$ cat src/rtl/drac_pkg.sv
// Shared types for the IR stage: queue entry layout, issue FSM states and
// the serializing-instruction classifier used by the issue controller.
package drac_pkg;

  localparam int NUM_SCALAR_INSTR              = 2;
  localparam int INSTRUCTION_QUEUE_NUM_ENTRIES = 8;
  localparam int IQ_NUM_W                      = $clog2(INSTRUCTION_QUEUE_NUM_ENTRIES) + 1;
  localparam int DEF_PERF_CNT_W                = 32;

  typedef logic [4:0] reg_t;

  typedef enum logic [3:0] {
    INSTR_ALU,
    INSTR_LOAD,
    INSTR_STORE,
    INSTR_BRANCH,
    INSTR_FENCE,
    INSTR_FENCE_I,
    INSTR_CSR,
    INSTR_ECALL,
    INSTR_EBREAK,
    INSTR_XRET
  } instr_type_t;

  typedef struct packed {
    logic        valid;
    logic [31:0] pc;
    instr_type_t instr_type;
    reg_t        rd;
    reg_t        rs1;
    reg_t        rs2;
    logic        regfile_we;
    logic        use_rs1;
    logic        use_rs2;
  } instr_entry_t;

  typedef struct packed {
    instr_entry_t instr;
  } id_ir_stage_t;

  typedef enum logic [1:0] {
    RUN,
    WAIT_EMPTY,
    DRAIN
  } iq_issue_state_t;

  // Instructions that must see an empty pipeline and issue alone.
  function automatic logic is_serializing(input id_ir_stage_t e);
    logic ser;
    case (e.instr.instr_type)
      INSTR_FENCE, INSTR_FENCE_I, INSTR_CSR,
      INSTR_ECALL, INSTR_EBREAK, INSTR_XRET: ser = 1'b1;
      default:                               ser = 1'b0;
    endcase
    return ser;
  endfunction

endpackage

$ cat src/rtl/iq_issue_ctrl_dep.sv
// Register dependency check between an older and a younger entry of the
// same issue group; purely combinational so it can be replicated for wider issue.
module iq_dep_check
  import drac_pkg::*;
(
  input  id_ir_stage_t older,
  input  id_ir_stage_t younger,
  output logic         raw,
  output logic         waw,
  output logic         split
);

  logic older_writes;
  logic unused_fields;

  assign older_writes = older.instr.regfile_we && (older.instr.rd != '0);

  assign raw = older_writes &&
               ((younger.instr.use_rs1 && (younger.instr.rs1 == older.instr.rd)) ||
                (younger.instr.use_rs2 && (younger.instr.rs2 == older.instr.rd)));

  assign waw = older_writes && younger.instr.regfile_we &&
               (younger.instr.rd == older.instr.rd);

  assign split = raw || waw;

  assign unused_fields = ^{older.instr.valid, older.instr.pc, older.instr.instr_type,
                           older.instr.rs1, older.instr.rs2, older.instr.use_rs1,
                           older.instr.use_rs2, younger.instr.valid, younger.instr.pc,
                           younger.instr.instr_type};

endmodule

$ cat src/rtl/iq_issue_ctrl.sv
// Instruction-queue read side: picks 0/1/2 head entries per cycle, splits
// dependent pairs, serializes fence/CSR-class work and registers the result.
module iq_issue_ctrl
  import drac_pkg::*;
#(
  parameter int PERF_CNT_W = DEF_PERF_CNT_W
) (
  input  logic                  clk_i,
  input  logic                  rstn_i,
  input  logic                  flush_i,
  input  id_ir_stage_t          instr_S_i [NUM_SCALAR_INSTR],
  input  logic [IQ_NUM_W-1:0]   iq_num_i,
  input  logic                  stall_i,
  input  logic                  pipeline_empty_i,
  output logic                  read_head_S_o [NUM_SCALAR_INSTR],
  output id_ir_stage_t          instr_S_o [NUM_SCALAR_INSTR],
  output logic                  valid_S_o [NUM_SCALAR_INSTR],
  output logic [PERF_CNT_W-1:0] cnt_dual_o,
  output logic [PERF_CNT_W-1:0] cnt_single_o,
  output logic [PERF_CNT_W-1:0] cnt_split_o
);

  iq_issue_state_t state_reg;

  logic       cand0, cand1, ser0, ser1, can_go;
  logic       split, unused_raw, unused_waw;
  logic [1:0] issue_vec;
  logic       split_blk;

  iq_dep_check u_dep (
    .older   (instr_S_i[0]),
    .younger (instr_S_i[1]),
    .raw     (unused_raw),
    .waw     (unused_waw),
    .split   (split)
  );

  // Gating with rstn_i keeps the pop strobes low while reset is held.
  assign cand0  = rstn_i && (iq_num_i >= IQ_NUM_W'(1)) && instr_S_i[0].instr.valid;
  assign cand1  = rstn_i && (iq_num_i >= IQ_NUM_W'(2)) && instr_S_i[1].instr.valid;
  assign ser0   = is_serializing(instr_S_i[0]);
  assign ser1   = is_serializing(instr_S_i[1]);
  assign can_go = !stall_i && !flush_i;

  always_comb begin
    issue_vec = '0;
    split_blk = 1'b0;
    case (state_reg)
      RUN: begin
        if (!ser0) begin
          issue_vec[0] = cand0 && can_go;
          issue_vec[1] = issue_vec[0] && cand1 && !split && !ser1;
          split_blk    = issue_vec[0] && cand1 && split && !ser1;
        end
      end
      WAIT_EMPTY: begin
        issue_vec[0] = cand0 && can_go && pipeline_empty_i &&
                       !valid_S_o[0] && !valid_S_o[1];
      end
      default: ;
    endcase
  end

  generate
    for (genvar gi = 0; gi < NUM_SCALAR_INSTR; gi++) begin : g_pop
      assign read_head_S_o[gi] = issue_vec[gi];
    end
  endgenerate

  always_ff @(posedge clk_i or negedge rstn_i) begin
    if (!rstn_i) begin
      state_reg <= RUN;
    end else if (flush_i) begin
      state_reg <= RUN;
    end else begin
      case (state_reg)
        RUN:        if (cand0 && ser0) state_reg <= WAIT_EMPTY;
        WAIT_EMPTY: if (issue_vec[0]) state_reg <= DRAIN;
        DRAIN:      if (!valid_S_o[0] && pipeline_empty_i) state_reg <= RUN;
        default:    state_reg <= RUN;
      endcase
    end
  end

  // Payload follows the queue head whenever downstream accepts.
  always_ff @(posedge clk_i or negedge rstn_i) begin
    if (!rstn_i) begin
      for (int i = 0; i < NUM_SCALAR_INSTR; i++) begin
        instr_S_o[i] <= '0;
        valid_S_o[i] <= 1'b0;
      end
    end else if (flush_i) begin
      for (int i = 0; i < NUM_SCALAR_INSTR; i++) begin
        valid_S_o[i] <= 1'b0;
      end
    end else if (!stall_i) begin
      for (int i = 0; i < NUM_SCALAR_INSTR; i++) begin
        instr_S_o[i] <= instr_S_i[i];
        valid_S_o[i] <= issue_vec[i];
      end
    end
  end

  always_ff @(posedge clk_i or negedge rstn_i) begin
    if (!rstn_i) begin
      cnt_dual_o   <= '0;
      cnt_single_o <= '0;
      cnt_split_o  <= '0;
    end else begin
      if (issue_vec[1] && (cnt_dual_o != '1))
        cnt_dual_o <= cnt_dual_o + 1'b1;
      if (issue_vec[0] && !issue_vec[1] && (cnt_single_o != '1))
        cnt_single_o <= cnt_single_o + 1'b1;
      if (split_blk && (cnt_split_o != '1))
        cnt_split_o <= cnt_split_o + 1'b1;
    end
  end

endmodule

$ cat config.mk
export PLATFORM = sky130hd
export DESIGN_NAME = iq_issue_ctrl
export DESIGN_NICKNAME = d
export VERILOG_FILES = /design/src/rtl/drac_pkg.sv /design/src/rtl/iq_issue_ctrl_dep.sv /design/src/rtl/iq_issue_ctrl.sv
export SDC_FILE = /design/constraint.sdc
export NUM_CORES = 1
export LEC_CHECK = 0
export ABC_AREA = 1
export CAP_MARGIN = 5
export CORE_MARGIN = 2
export CORE_UTILIZATION = 25
export CTS_BUF_LIST = sky130_fd_sc_hd__clkbuf_4
export DETAILED_ROUTE_END_ITERATION = 6
export HOLD_SLACK_MARGIN = 0.08
export SYNTH_ARGS = -nofsm -noshare
export SYNTH_HDL_FRONTEND = slang
export SYNTH_SLANG_ARGS = --single-unit
$ cat constraint.sdc
create_clock -name clk_i -period 2 [get_ports clk_i]
set_clock_uncertainty 0.15 [all_clocks]
set_input_delay 0.4 -clock clk_i [delete_from_list [all_inputs] [get_ports clk_i]]
set_output_delay 0.4 -clock clk_i [all_outputs]
set_load 0.02 [all_outputs]
After elaboration in Yosys (flattened, before gate mapping)
Index checks and enable logic that the tools add are counted.

word-level totals
  output and inout bits = 210
  flip-flop bits (word level) = 210

operators by class
  reduce and logical (&&, ||, !) cells = 41
  bitwise logic cells = 2
  add/subtract/negate cells = 3
  order comparisons = 2
  equal/unequal tests = 24
  muxes and demuxes = 14

operator list
  cell                                                                   number
  32-bit by 1-bit adder with 32-bit output, second input constant        3
  32-bit != test, second input constant                                  3
  4-bit by 3-bit == test with 1-bit output, second input constant        8
  1-bit logical AND                                                      26
  4-bit == test, second input constant                                   4
  5-bit == test                                                          3
  2-bit 2-to-1 mux                                                       7
  6-bit OR reduction                                                     2
  3-bit != test, second input constant                                   3
  1-bit logical NOT                                                      7
  2-bit one-hot mux with 3 select lines                                  1
  1-bit 2-to-1 mux                                                       5
  5-bit nonzero test                                                     1
  4-bit by 1-bit >= comparator with 1-bit output, second input constant  1
  4-bit by 2-bit >= comparator with 1-bit output, second input constant  1
  3-bit AND reduction                                                    1
  2-bit by 1-bit == test with 1-bit output, second input constant        1
  2-bit == test, second input constant                                   1
  2-bit logical NOT                                                      1
  1-bit logical OR                                                       2
  2-bit != test, second input constant                                   1
  1-bit inverter                                                         2
  1-bit one-hot mux with 2 select lines                                  1
  2-bit AND reduction                                                    1

Logic depth before layout (Yosys ltp)
  word-level depth = 13
  depth in mapped cells = 14
  gate-level depth less buffers = 13

By module
From an unflattened synthesis, not the netlist that was laid out.

unflattened totals
  cell total of the unflattened synthesis = 1594
  area total of the unflattened synthesis = 11458.5 µm²

modules (own cells, without submodules)
  module         area each (µm²)  times used  cells each
  iq_issue_ctrl  11141.9          1           1517
  iq_dep_check   316.6            1           77

Worst setup path after synthesis
Ideal clock, no wire load.

  path type = reg2reg
  start = register cnt_single_o[1]
  end = register cnt_single_o[11]
  data arrival time = 1.899 ns
  path slack = -0.166 ns
  period minus slack after synthesis = 2.166 ns
  data required time = 1.732 ns
  buffers on the path = 2
  stages on the path, launching flop included = 11
  cells stage by stage = dfrtp_1 > ha_1 > nand2_1 > nor2_1 > nand3_1 > nor3_2 > nand4_1 > buf_4 > buf_6 > nand3_1 > nand2_1

on the way
  cells in the longest elaborated chain, start to end = 2
  elaborated cells on any way between the ends = 3
  those cells by class = 1 x add/sub; 1 x eq/ne; 1 x reduce/logical

ends and longest elaborated chain
  element                                                                           line                  source
  start, declared                                                                   iq_issue_ctrl.sv:19   output logic [PERF_CNT_W-1:0] cnt_single_o,
  start signal, assigned                                                            iq_issue_ctrl.sv:113  cnt_single_o <= cnt_single_o + 1'b1;
  branches (longest 2 deep; another with 32-bit by 1-bit adder with 32-bit output)  -

Parallel ways; which one is timed is not known.
A chain may end at the register's enable or synchronous reset.

==> flow_summary.ini <==
[global_routing]
grt.overflow.total = 0
grt_pass1_wl_mm = 59.3
antenna_found_initial = 5
grtUsageTotal_pct = 17.2
grt_start_max_net_pins = 101
grt_pass1_vias = 11200

[cells_and_area]
largest_register_ffs = 110
fin_util_pct = 44.2
regMostFlops = instr_S_o
syn_to_final_growth_pct = 73.9
nFillCells = 4033
drive_above_1_share_pct = 40.5
final_nets = 1985
final_cell_count_no_fill = 2445
design_area_um2 = 18100

[worst_setup_path]
arrival_ns = 1.88
start_kind = input port
slowest_delay_ns = 0.50
crit_type = input port to output port
cp_slowest_cell = clkdlybuf4s50_1
crit_chain = clkdlybuf4s50_1 -> inv_1 -> nand2_1 -> nand2_1 -> nor2_1 -> nand3_1 -> nand2_1 -> nand2_1 -> nand2_4 -> nor3_2 -> buf_4 -> buf_12
r2r_setup_slack_ns = -0.22
cp.required_ns = 1.45
worstReg2RegEnd = cnt_dual_o[25]
critPathCaptureType = output port
crit_path_start = instr_S_i[6]
crit_end = read_head_S_o[0]
reg2reg_from = state_reg[1]
critPathMostFrequentCell = nand2_1
worstPathMaxFanout = 2
reg2reg_depth = 14

[power]
ir_drop_v = 0.000402
power_frac_comb_pct = 21.8
switchingPower_mw = 3.42
switching_share_pct = 29.7
power_density_nw_per_um2 = 636
leakagePower_nw = 8.72
p_clk_share_pct = 36.4
p_int_mw = 8.10
finalPower_mw = 11.5
pwr-share-seq_pct = 41.8

[sta]
hold_viol = 0
fin_crit_sh_pct = 122
worst_pin_slew_ns = 0.935
max_slew_margin_pct = 37.7
fin_ws_ns = -0.433
period_needed_ns = 2.43
setup_violations = 84
max_clock_freq_mhz = 411
whs_ns = 0.184
slew_violations = 0
rsz0062_at_grt = true
setup_tns_ns = -11.66

[die]
die_area_um2 = 43400
core_um2 = 41000
rows = 74
die_h_um = 208
initial_core_util_pct = 25.4
dieWidth_um = 208
ios = 329

[job]
maxCapViolCount = 0

[place]
pre_cts_ws_ns = -0.821
hpwl_mm = 26.4
placed_area_um2 = 15700
port_buffers = 328
dpl.cell_count = 2188
place_congestion = 0.854

[clocking]
cts.clk_slew.worst_paths_ns = 0.06
cts_inserted_buffers = 66
htreeDepth = 3
clock_latency_ns = 0.71
root_buffer = clkbuf_4
cts_tree = yes
cts.sinks = 210
clock_path_buffers = 3

[logic_synthesis]
synth-async-reset-ratio_pct = 100
yosys_warnings = 0
synth_cells = 1194
synth_top_cells_by_count = nand2_1 (336), dfrtp_1 (210), inv_1 (124)
synthTopCellsByArea = dfrtp_1 (50%), nand2_1 (12%), mux2_2 (9.3%), inv_1 (4.5%), nor2_1 (4.4%)
synth.top_cell.area_share_pct = 50.4
ys_ff_latch = 210
syn_nets = 1316
synth-edff-count = 0
synth_seq_area_share_pct = 50.4
synth_ff_type = dfrtp_1
syn_avg_cell_area_um2 = 8.73
synth_top_cell_by_area = dfrtp_1
mappedNetlistArea_um2 = 10400
synth_most_common_cell = nand2_1
synth_cell_types = 32

[run_status]
status = complete, but fails checks
failed_checks = negative setup slack

[route]
drt-total-wl_mm = 37.3
viasPerCell = 4.37
drt_iter0_drc = 463
drc = 0
wl_per_cell_um = 15.2
num_vias = 10700
ant_nets = 0
dr.pass1.iters = 5

[hold_path]
worstHoldPathType = input port to flop
how the worst min path moves through the flow:
stage                        start              to  slack [ns]  depth (start not counted)
detailed placement  instr_S_o[104]  instr_S_o[104]        0.35                          1
global placement     instr_S_o[35]   instr_S_o[35]        0.34                          1
finish               instr_S_i[53]   instr_S_o[53]        0.18                          2
floorplan                   rstn_i   cnt_dual_o[0]       -0.05                          0
CTS                  instr_S_i[82]   instr_S_o[82]        0.08                          2
global route         instr_S_i[62]   instr_S_o[62]        0.12                          2
power groups by stage:
stage | clock network (mW) | registers (mW) | logic (mW)
floorplan | 0 | 5.34 | 0.544
global placement | 0 | 4.88 | 2.40
detailed placement | 0 | 4.90 | 2.42
CTS | 4.43 | 4.82 | 2.47
global route | 4.65 | 4.86 | 2.70
finish | 4.19 | 4.82 | 2.51
metal layers:
metal,wire length [um],share of wire (%),track usage [%]
met3,2510,6.7,4.60
met5,0,0,0
met4,885,2.4,7.24
met2,18700,50,29.7
met1,15200,41,20.0
logic make-up after synthesis:
kind of cell,Yosys count,share of synthesized area [%]
and+or+nand+nor,632,25.9
DFF,210,50.4
buffers and inverters,156,6.26
muxes,86,9.29
xor gates and xnor gates,70,5.88
AOI/OAI and AO/OA,37,1.88
adders and majority gates,3,0.360
layout by cell type, fill, tap and decap left out, types with 10 or more instances in the layout:
master,n
dfrtp_2,28
a21oi_1,24
inv_2,10
clkdlybuf4s50_1,107
buf_6,93
inv_1,120
clkdlybuf4s15_2,61
nand3_1,47
nor3_1,31
buf_2,95
nor2_1,99
dfrtp_1,182
clkbuf_4,97
nor2_4,17
xnor2_1,29
clkinv_1,11
nand3_2,19
nand2_2,18
mux2_2,86
nand2_1,313
nand4_1,32
xor2_1,39
buf_12,11
dlygate4sd3_1,66
buf_4,175
nor2_2,14
worst max-delay path, delay by kind of cell:
| kind | cells | cell delay (ns) |
|---|---|---|
| simple gates | 8 | 0.66 |
| buf+inv | 4 | 0.82 |
cell type report:
class / count / area [um^2] / area share (%)
inverter: 129 / 487 / 2.68
tap: 532 / 666 / 3.67
timing repair buffer: 628 / 5820 / 32.1
clock inverter: 16 / 63.8 / 0.352
multi-input combinational: 828 / 5060 / 27.9
sequential: 210 / 5290 / 29.2
antenna: 5 / 12.5 / 0.0690
clock buffer: 97 / 728 / 4.02
what timing repair did:
| item | CTS | global route |
|---|---|---|
| endpoints found under the hold margin | 268 | 7 |
| setup endpoints to repair | 297 | 158 |
| hold buffers | 59 | 7 |
| pin swaps | 27 | 29 |
| gates resized for setup | 990 | 84 |
| setup buffers | 62 | 23 |
| gates cloned | 5 | 2 |
Power figures use the tool's default switching activity.
